===== src/rtl/countdown_bcd_if.sv =====
// Control and display bundle for countdown_bcd: master drives the control pulses and load value,
// slave (the counter) returns the BCD count and status flags.
interface countdown_bcd_if;
   logic       tick;
   logic       load;
   logic [7:0] load_min;
   logic [7:0] load_sec;
   logic       start;
   logic       stop;
   logic       clear;
   logic [7:0] min_out;
   logic [7:0] sec_out;
   logic       running;
   logic       alarm;
   logic       done;
   logic       load_err;

   modport master (
      output tick, load, load_min, load_sec, start, stop, clear,
      input  min_out, sec_out, running, alarm, done, load_err
   );

   modport slave (
      input  tick, load, load_min, load_sec, start, stop, clear,
      output min_out, sec_out, running, alarm, done, load_err
   );
endinterface


===== src/rtl/countdown_bcd.sv =====
// mm:ss BCD countdown driven by timer ticks, TICK_DIV ticks per second.
// Optional COUNTDOWN_AUTO_RELOAD_EN: reload the last valid loaded value on expiry instead of alarming.
module countdown_bcd #(
   parameter int unsigned TICK_DIV = 32,
   parameter int unsigned PRESC_W  = 8
) (
   input logic            clk,
   input logic            reset,
   countdown_bcd_if.slave bus
);
   localparam logic [1:0] StIdle  = 2'd0;
   localparam logic [1:0] StRun   = 2'd1;
   localparam logic [1:0] StPause = 2'd2;
   localparam logic [1:0] StAlarm = 2'd3;

   localparam logic [PRESC_W-1:0] PrescLast = PRESC_W'(TICK_DIV - 1);

   logic [1:0]         state_q, state_d;
   logic [7:0]         min_q, min_d;
   logic [7:0]         sec_q, sec_d;
   logic [PRESC_W-1:0] presc_q, presc_d;
   logic               done_q, done_d;
   logic               load_err_q, load_err_d;
   logic               load_valid;
   logic               count_nz;
   logic [15:0]        dec;

   // Borrow chain: seconds units, seconds tens, then minutes (seconds wrap to 59).
   function automatic logic [15:0] bcd_dec(input logic [7:0] m, input logic [7:0] s);
      if (s[3:0] != 4'd0) return {m, s[7:4], s[3:0] - 4'd1};
      if (s[7:4] != 4'd0) return {m, s[7:4] - 4'd1, 4'd9};
      if (m[3:0] != 4'd0) return {m[7:4], m[3:0] - 4'd1, 8'h59};
      return {m[7:4] - 4'd1, 4'd9, 8'h59};
   endfunction

   assign load_valid = (bus.load_min[7:4] <= 4'd9) && (bus.load_min[3:0] <= 4'd9) &&
                       (bus.load_sec[7:4] <= 4'd5) && (bus.load_sec[3:0] <= 4'd9);
   assign count_nz   = ({min_q, sec_q} != 16'h0000);
   assign dec        = bcd_dec(min_q, sec_q);

`ifdef COUNTDOWN_AUTO_RELOAD_EN
   logic [15:0] shadow_q;
   logic        shadow_we;

   assign shadow_we = !bus.clear && bus.load && (state_q != StRun) && load_valid;

   always_ff @(posedge clk) begin
      if (reset) begin
         shadow_q <= 16'h0000;
      end else if (shadow_we) begin
         shadow_q <= {bus.load_min, bus.load_sec};
      end
   end
`endif

   always_comb begin
      state_d    = state_q;
      min_d      = min_q;
      sec_d      = sec_q;
      presc_d    = presc_q;
      done_d     = 1'b0;
      load_err_d = 1'b0;
      if (bus.clear) begin
         state_d = StIdle;
         min_d   = 8'h00;
         sec_d   = 8'h00;
         presc_d = '0;
      end else if (bus.load && (state_q != StRun)) begin
         if (load_valid) begin
            min_d   = bus.load_min;
            sec_d   = bus.load_sec;
            presc_d = '0;
            if (state_q == StAlarm) state_d = StIdle;
         end else begin
            load_err_d = 1'b1;
         end
      end else if (bus.stop && (state_q == StRun)) begin
         // Pending tick is dropped; prescaler keeps its partial count for resume.
         state_d = StPause;
      end else if (bus.start && ((state_q == StIdle) || (state_q == StPause))) begin
         if (count_nz) state_d = StRun;
      end else if (bus.tick && (state_q == StRun)) begin
         if (presc_q == PrescLast) begin
            presc_d = '0;
            if (dec == 16'h0000) begin
               done_d = 1'b1;
`ifdef COUNTDOWN_AUTO_RELOAD_EN
               if (shadow_q != 16'h0000) begin
                  {min_d, sec_d} = shadow_q;
               end else begin
                  {min_d, sec_d} = 16'h0000;
                  state_d        = StAlarm;
               end
`else
               {min_d, sec_d} = 16'h0000;
               state_d        = StAlarm;
`endif
            end else begin
               {min_d, sec_d} = dec;
            end
         end else begin
            presc_d = presc_q + PRESC_W'(1);
         end
      end
   end

   always_ff @(posedge clk) begin
      if (reset) begin
         state_q    <= StIdle;
         min_q      <= 8'h00;
         sec_q      <= 8'h00;
         presc_q    <= '0;
         done_q     <= 1'b0;
         load_err_q <= 1'b0;
      end else begin
         state_q    <= state_d;
         min_q      <= min_d;
         sec_q      <= sec_d;
         presc_q    <= presc_d;
         done_q     <= done_d;
         load_err_q <= load_err_d;
      end
   end

   assign bus.min_out  = min_q;
   assign bus.sec_out  = sec_q;
   assign bus.running  = (state_q == StRun);
   assign bus.alarm    = (state_q == StAlarm);
   assign bus.done     = done_q;
   assign bus.load_err = load_err_q;
endmodule


===== src/flat_wrapper.sv =====
// flat-port wrapper written by rule: the top's interface ports become plain ports
module countdown_bcd_flat 
#(
   parameter int unsigned TICK_DIV = 32,
   parameter int unsigned PRESC_W  = 8
)
  (clk, reset, bus_tick, bus_load, bus_load_min, bus_load_sec, bus_start, bus_stop, bus_clear, bus_min_out, bus_sec_out, bus_running, bus_alarm, bus_done, bus_load_err);
  countdown_bcd_if bus_i ();
  input logic clk;
  input logic reset;
  input wire logic [$bits(bus_i.tick)-1:0] bus_tick;
  input wire logic [$bits(bus_i.load)-1:0] bus_load;
  input wire logic [$bits(bus_i.load_min)-1:0] bus_load_min;
  input wire logic [$bits(bus_i.load_sec)-1:0] bus_load_sec;
  input wire logic [$bits(bus_i.start)-1:0] bus_start;
  input wire logic [$bits(bus_i.stop)-1:0] bus_stop;
  input wire logic [$bits(bus_i.clear)-1:0] bus_clear;
  output wire logic [$bits(bus_i.min_out)-1:0] bus_min_out;
  output wire logic [$bits(bus_i.sec_out)-1:0] bus_sec_out;
  output wire logic [$bits(bus_i.running)-1:0] bus_running;
  output wire logic [$bits(bus_i.alarm)-1:0] bus_alarm;
  output wire logic [$bits(bus_i.done)-1:0] bus_done;
  output wire logic [$bits(bus_i.load_err)-1:0] bus_load_err;
  assign bus_i.tick = bus_tick;
  assign bus_i.load = bus_load;
  assign bus_i.load_min = bus_load_min;
  assign bus_i.load_sec = bus_load_sec;
  assign bus_i.start = bus_start;
  assign bus_i.stop = bus_stop;
  assign bus_i.clear = bus_clear;
  assign bus_min_out = bus_i.min_out;
  assign bus_sec_out = bus_i.sec_out;
  assign bus_running = bus_i.running;
  assign bus_alarm = bus_i.alarm;
  assign bus_done = bus_i.done;
  assign bus_load_err = bus_i.load_err;
  countdown_bcd #(.TICK_DIV(TICK_DIV), .PRESC_W(PRESC_W)) u_core (.clk(clk), .reset(reset), .bus(bus_i));
endmodule

===== config.mk =====
export PLATFORM = sky130hd
export DESIGN_NAME = countdown_bcd_flat
export DESIGN_NICKNAME = d
export VERILOG_FILES = /design/src/rtl/countdown_bcd_if.sv /design/src/rtl/countdown_bcd.sv /design/src/flat_wrapper.sv
export SDC_FILE = /design/constraint.sdc
export NUM_CORES = 1
export LEC_CHECK = 0
export CORE_MARGIN = 2
export CORE_UTILIZATION = 53
export CTS_BUF_LIST = sky130_fd_sc_hd__clkbuf_8 sky130_fd_sc_hd__clkbuf_16
export DETAILED_ROUTE_END_ITERATION = 8
export GPL_TIMING_DRIVEN = 0
export HOLD_SLACK_MARGIN = 0.06
export PLACE_DENSITY = 0.95
export SKIP_CTS_REPAIR_TIMING = 1
export SYNTH_ARGS = -nofsm -noshare
export SYNTH_HDL_FRONTEND = slang
export SYNTH_SLANG_ARGS = --single-unit

===== constraint.sdc =====
create_clock -name clk -period 3.5 [get_ports clk]
set_input_delay 0.7 -clock clk [delete_from_list [all_inputs] [get_ports clk]]
set_output_delay 0.7 -clock clk [all_outputs]
set_load 0.01 [all_outputs]

==> results of run 1 <==
-- metal layers --
layer | up-vias | part of all wire, % | GRT usage, % | wire length [microns]
li1 | 922 | - | - | -
met1 | 877 | 41 | 35.8 | 1970
met2 | 90 | 48 | 47.0 | 2330
met3 | 17 | 9.0 | 4.90 | 439
met4 | 0 | 2.3 | 11.5 | 112
met5 | - | 0 | 0 | 0
-- logic make-up (layout without fill, tap and decap cells) --
| kind of cell | Yosys count | count (layout) | synth area share, % |
|---|---|---|---|
| AO/OA/AOI/OAI | 72 | 72 | 25.2 |
| adder cells (fa/ha/maj) | 3 | 3 | 2.19 |
| AND/OR/NAND/NOR | 100 | 100 | 33.6 |
| XOR/XNOR | 2 | 2 | 1.02 |
| buffers and inverters | 15 | 61 | 4.16 |
| flip-flops | 28 | 28 | 32.7 |
| multiplexers | 2 | 2 | 1.17 |
-- sequential cells by signal, indices dropped and copies added, names as in the netlist --
| register | count |
|---|---|
| u_core.bus.min_out | 8 |
| u_core.bus.sec_out | 8 |
| u_core.presc_q | 8 |
| u_core.state_q | 2 |
| u_core.bus.done | 1 |
| u_core.bus.load_err | 1 |
-- power groups by stage --
stage	Sequential, W	Combinational, W	Clock (W)
global route	0.000325	0.000110	0.000272
finish	0.000324	0.000102	0.000263
CTS	0.000324	0.000100	0.000264
detailed placement	0.000332	0.0000997	0
global placement	0.000332	0.0000981	0
floorplan	0.000332	0.0000510	0
-- Yosys cell counts, types with 2 or more instances --
| cell | count |
|---|---|
| nor3_1 | 9 |
| or3_1 | 3 |
| nor4_1 | 3 |
| nor2_1 | 20 |
| buf_6 | 2 |
| mux2i_1 | 2 |
| nor3b_1 | 2 |
| nand2b_1 | 4 |
| o31ai_1 | 2 |
| nand3b_1 | 2 |
| or4_1 | 3 |
| a21oi_1 | 22 |
| nor3_2 | 2 |
| o21ai_0 | 22 |
| nand4_1 | 5 |
| inv_1 | 5 |
| a21o_1 | 6 |
| nand4b_1 | 3 |
| and2_1 | 3 |
| clkbuf_1 | 8 |
| ha_1 | 3 |
| nand3_1 | 10 |
| o211ai_1 | 5 |
| a31oi_1 | 2 |
| dfxtp_1 | 28 |
| and3_1 | 2 |
| nand2_1 | 19 |
| o21a_1 | 2 |
| a211oi_1 | 3 |
-- cell type report --
| class | count | share of cell area, % |
|---|---|---|
| inverter | 5 | 0.830 |
| sequential | 28 | 24.8 |
| buffer | 10 | 2.32 |
| tap | 44 | 2.43 |
| multi-input combinational | 179 | 47.9 |
| clock buffer | 3 | 1.83 |
| clock inverter | 1 | 1.33 |
| timing repair buffer | 42 | 18.6 |
-- final timing paths --
path / endpoint / depth (start not counted)
worst max-delay path: u_core.bus.min_out[5] / 6
worst min-delay path: u_core.presc_q[7] / 2
worst max register to register: u_core.bus.min_out[5] / 6
worst min register to register: u_core.presc_q[7] / 2
-- stage by stage --
step	worst slack (ns)	total power [W]	cell area (sq um)	util, %
2_1_floorplan	1.50	0.000383	1710	-
3_3_place_gp	0.640	0.000430	2190	71.7
3_5_place_dp	0.588	0.000431	2190	71.7
4_1_cts	0.835	0.000689	2260	74.1
5_1_grt	0.712	0.000706	2260	74.1
6_report	0.789	0.000690	2260	74.1
-- layout by cell type, fill, tap and decap left out, drive strengths merged, types with 3 or more instances in the layout --
master         count
clkdlybuf4s50     42
dfxtp             28
o21ai             23
a21oi             22
nor2              20
nand2             19
nor3              11
clkbuf            11
nand3             10
a21o               6
inv                5
nand4              5
o211ai             5
nand2b             4
nor4               4
or4                4
and2               3
nand4b             3
a211oi             3
or3                3
ha                 3
-- worst max-delay path: cells and delay by family --
family	cells	cell delay [ns]
simple gates	1	0.21
buf+inv	3	1.49
compound gates	2	0.50
==> results.cfg, run 1 <==
[run_status]
outcome = finished clean

[timing]
rsz0062_at_grt = false
min_period_ns = 2.71
setup_viol = 0
hold_viol_final = 0
finClkSkew_ns = 0.00612
fin_crit_sh_pct = 77.5
report.final.slew_viol_count = 0
tightest_slew_ns = 0.669
totalNegativeSetupSlack_ns = 0
hold_slack_ns = 0.490
max_freq_mhz = 369
slew_headroom_pct = 55.1

[floorplanning]
initial_core_util_pct = 56.1
core-area_sq_mm = 0.00305
chipHeight_microns = 60.9
rows = 20
ioPinCount = 43
dieWidth_microns = 60.9
dieArea_sq_mm = 0.00371

[hold_path]
hp-class = reg2reg
hp-start = u_core.presc_q[7]

[clock_network]
htree_num_levels = 1
cts.sinks = 28
cts_buffer_depth = 2
cts_tree = done
numCtsBuffers = 3
root_buffer = clkbuf_8
insertion_delay_ns = 0.29
clkSlewWorstSetupHoldPaths_ns = 0.10

[critical_path]
slowest_stage = clkdlybuf4s50_1
cp-startpoint = bus_load
path_class = in2reg
reg2reg_slack_ns = 1.19
cp.arrival_ns = 2.90
max_stage_delay_ns = 0.61
worstSetupStartpointType = input port
path_max_fanout = 10
end_kind = flip-flop
critPathRequiredTime_ns = 3.69
critPathMostFrequentCell = clkbuf_1
r2r-start = u_core.state_q[1]
cp_cell_sequence = clkdlybuf4s50_1 -> and2_1 -> clkbuf_1 -> clkbuf_1 -> o21ai_0 -> a221oi_1

[routing]
firstDrtPassIters = 4
wl_per_cell_microns = 15.6
drcViolationCount = 0
wl_microns = 4860
vias = 1906
ant_nets = 0
routed_via_density = 6.11
initialDrtViolationCount = 107

[global_route]
gr-total-overflow = 0
track_usage_pct = 28.1
antenna_found_initial = 0
grt_max_degree = 17
grt_first_pass_wirelength_microns = 7690
grt_pass1_vias = 1675

[logic_synthesis]
ys_warn_count = 0
synth_edf_count = 0
ys_ff_latch = 28
yosysTopAreaCell = dfxtp_1
synth_cell_types = 49
synthesis.area_sq_mm = 0.00171
syn_nets = 248
synthTopCellsByArea = dfxtp_1 (33%), a21oi_1 (6.4%), o21ai_0 (6.4%)
async_flop_share_pct = 0
yosys.area.top_type_share_pct = 32.7
syn_area_per_cell_sq_um = 7.72
synthCells = 222
synth-main-ff-cell = dfxtp_1
synth_seq_area_share_pct = 32.7

[layout]
seq_area_sq_um = 561
nets = 295
antennaDiodeCount = 0
stdcell_count = 312
drive_gt1_share_pct = 4.48
area_growth_syn_to_layout_pct = 31.9
multi_input_area_sq_mm = 0.00108
nFillCells = 246

[power]
p_per_area_mw_per_mm2 = 305
swShare_pct = 24.2
p_clk_share_pct = 38.2
p_sw_w = 0.000167
p_int_w = 0.000523
irDropWorstVdd_mv = 0.233
seqPwrFrac_pct = 47.0
p_comb_share_pct = 14.8
power.static_leakage_nw = 0.767

[placed_design]
post-place-cells = 308
place.gp.congestion = 0.942
hpwl_microns = 3550
port_buffers = 42

[job]
maxCapViolations = 0
(Power assumes the default switching activity.)
==> run 2: changes to the inputs <==
- CORE_UTILIZATION: 53 -> 49
- PLACE_DENSITY: 0.95 -> 0.91
- clock period: 3.5 -> 2.63 ns (I/O delays scaled with it)
==> results.cfg, run 2 (synthesis gave the netlist of run 1 again) <==
[floorplanning]
chipHeight_microns = 63.1
dieWidth_microns = 63.1
rows = 21
ioPinCount = 43
dieArea_sq_mm = 0.00399
core-area_sq_mm = 0.00334
initial_core_util_pct = 51.4

[layout]
stdcell_count = 314
layout_common_cells = clkdlybuf4s50_1 (42), dfxtp_1 (28), o21ai_0 (22), a21oi_1 (22), nor2_1 (20)
final_common_cell = clkdlybuf4s50_1
nFillCells = 295
drive_gt1_share_pct = 4.85
utilization_pct = 67.4
stdcell_area_sq_mm = 0.00225
antennaDiodeCount = 0
nets = 295
area_growth_syn_to_layout_pct = 31.2

[placed_design]
post-place-cells = 310
place.gp.congestion = 0.914
place_ws_ns = -0.125
port_buffers = 42
hpwl_microns = 3600
placement.cell_area_sq_mm = 0.00219

[critical_path]
path_class = in2reg
worstSetupStartpointType = input port
end_kind = flip-flop
cp.arrival_ns = 2.66
path_max_fanout = 10
critPathRequiredTime_ns = 2.85

[routing]
drt-met1-wl_microns = 2260
wl_per_cell_microns = 15.6
highest_layer = met4
firstDrtPassIters = 4
routed_via_density = 6.03
vias = 1892
met2WireLength_microns = 2230
drcViolationCount = 0
ant_nets = 0
wl_microns = 4890
wl_met3_microns = 346
initialDrtViolationCount = 155

[global_route]
antenna_found_initial = 0
grt_pass1_vias = 1715
gr-total-overflow = 0
track_usage_pct = 25.4
grt_first_pass_wirelength_microns = 8180
grt_max_degree = 16

[clock_network]
cts_buffer_depth = 2
numCtsBuffers = 3
cts.sinks = 28
insertion_delay_ns = 0.29
htree_num_levels = 1
cts_tree = done
clkSlewWorstSetupHoldPaths_ns = 0.10
root_buffer = clkbuf_8

[power]
p_clk_share_pct = 33.2
seqPwrFrac_pct = 50.8
power.static_leakage_nw = 0.763
p_comb_share_pct = 16.0
p_int_w = 0.000626
p_sw_w = 0.000224
p_per_area_mw_per_mm2 = 378
irDropWorstVdd_mv = 0.182
swShare_pct = 26.4

[timing]
min_period_ns = 2.45
hold_viol_final = 0
slew_headroom_pct = 51.4
finClkSkew_ns = 0.00501
max_freq_mhz = 409
setup_viol = 0
worst_slack_ns = 0.182
report.final.slew_viol_count = 0
fin_crit_sh_pct = 93.1
rsz0062_at_grt = false
tightest_slew_ns = 0.725

[run_status]
outcome = finished clean

[job]
maxCapViolations = 0

[hold_path]
hp-class = reg2reg
[run 2: final timing paths]
check / from / endpoint / slack (ns) / cells after the start
max: bus_stop / u_core.bus.sec_out[4] / 0.18 / 7
max reg2reg: u_core.presc_q[3] / u_core.bus.min_out[5] / 0.37 / 5
min reg2reg: u_core.presc_q[7] / u_core.presc_q[7] / 0.50 / 2
min: u_core.presc_q[7] / u_core.presc_q[7] / 0.50 / 2
[run 2: area by class of cell]
class,count,area (sq um),share of cell area [%]
multi-input cells,179,1080,48.1
clock buffers,4,55.1,2.45
well taps,46,57.6,2.56
plain buffers,10,53.8,2.39
repair buffers,42,420,18.7
inverters,5,18.8,0.835
flip-flops and latches,28,561,24.9
[run 2: metal layers]
| layer | vias to the layer above | GRT usage, % |
|---|---|---|
| met1 | 895 | 36.6 |
| met4 | 0 | 8.33 |
| met2 | 71 | 38.4 |
| li1 | 921 | - |
| met3 | 5 | 4.29 |
| met5 | - | 0 |
[run 2: stage by stage]
stage | setup TNS [ns] | hold slack (ns) | power (W)
after detailed placement | -0.227 | 0.487 | 0.000574
final | 0 | 0.504 | 0.000850
after global routing | 0 | 0.542 | 0.000874
after floorplan | 0 | 0.453 | 0.000510
after global placement | -0.0568 | 0.472 | 0.000572
after CTS | 0 | 0.505 | 0.000842
[run 2: power by group through the flow]
| stage | Sequential, W | Clock [W] | Combinational [W] |
|---|---|---|---|
| 4_1_cts | 0.000432 | 0.000277 | 0.000134 |
| 5_1_grt | 0.000433 | 0.000293 | 0.000149 |
| 2_1_floorplan | 0.000442 | 0 | 0.0000679 |
| 3_3_place_gp | 0.000441 | 0 | 0.000131 |
| 6_report | 0.000432 | 0.000282 | 0.000136 |
| 3_5_place_dp | 0.000441 | 0 | 0.000133 |
[run 2: critical path, stage by stage]
cell	delay, ns
clkdlybuf4s50_1	0.51
and4bb_2	0.30
nand3_1	0.10
a21boi_1	0.43
clkbuf_1	0.44
o21ai_0	0.18
a21oi_1	0.18
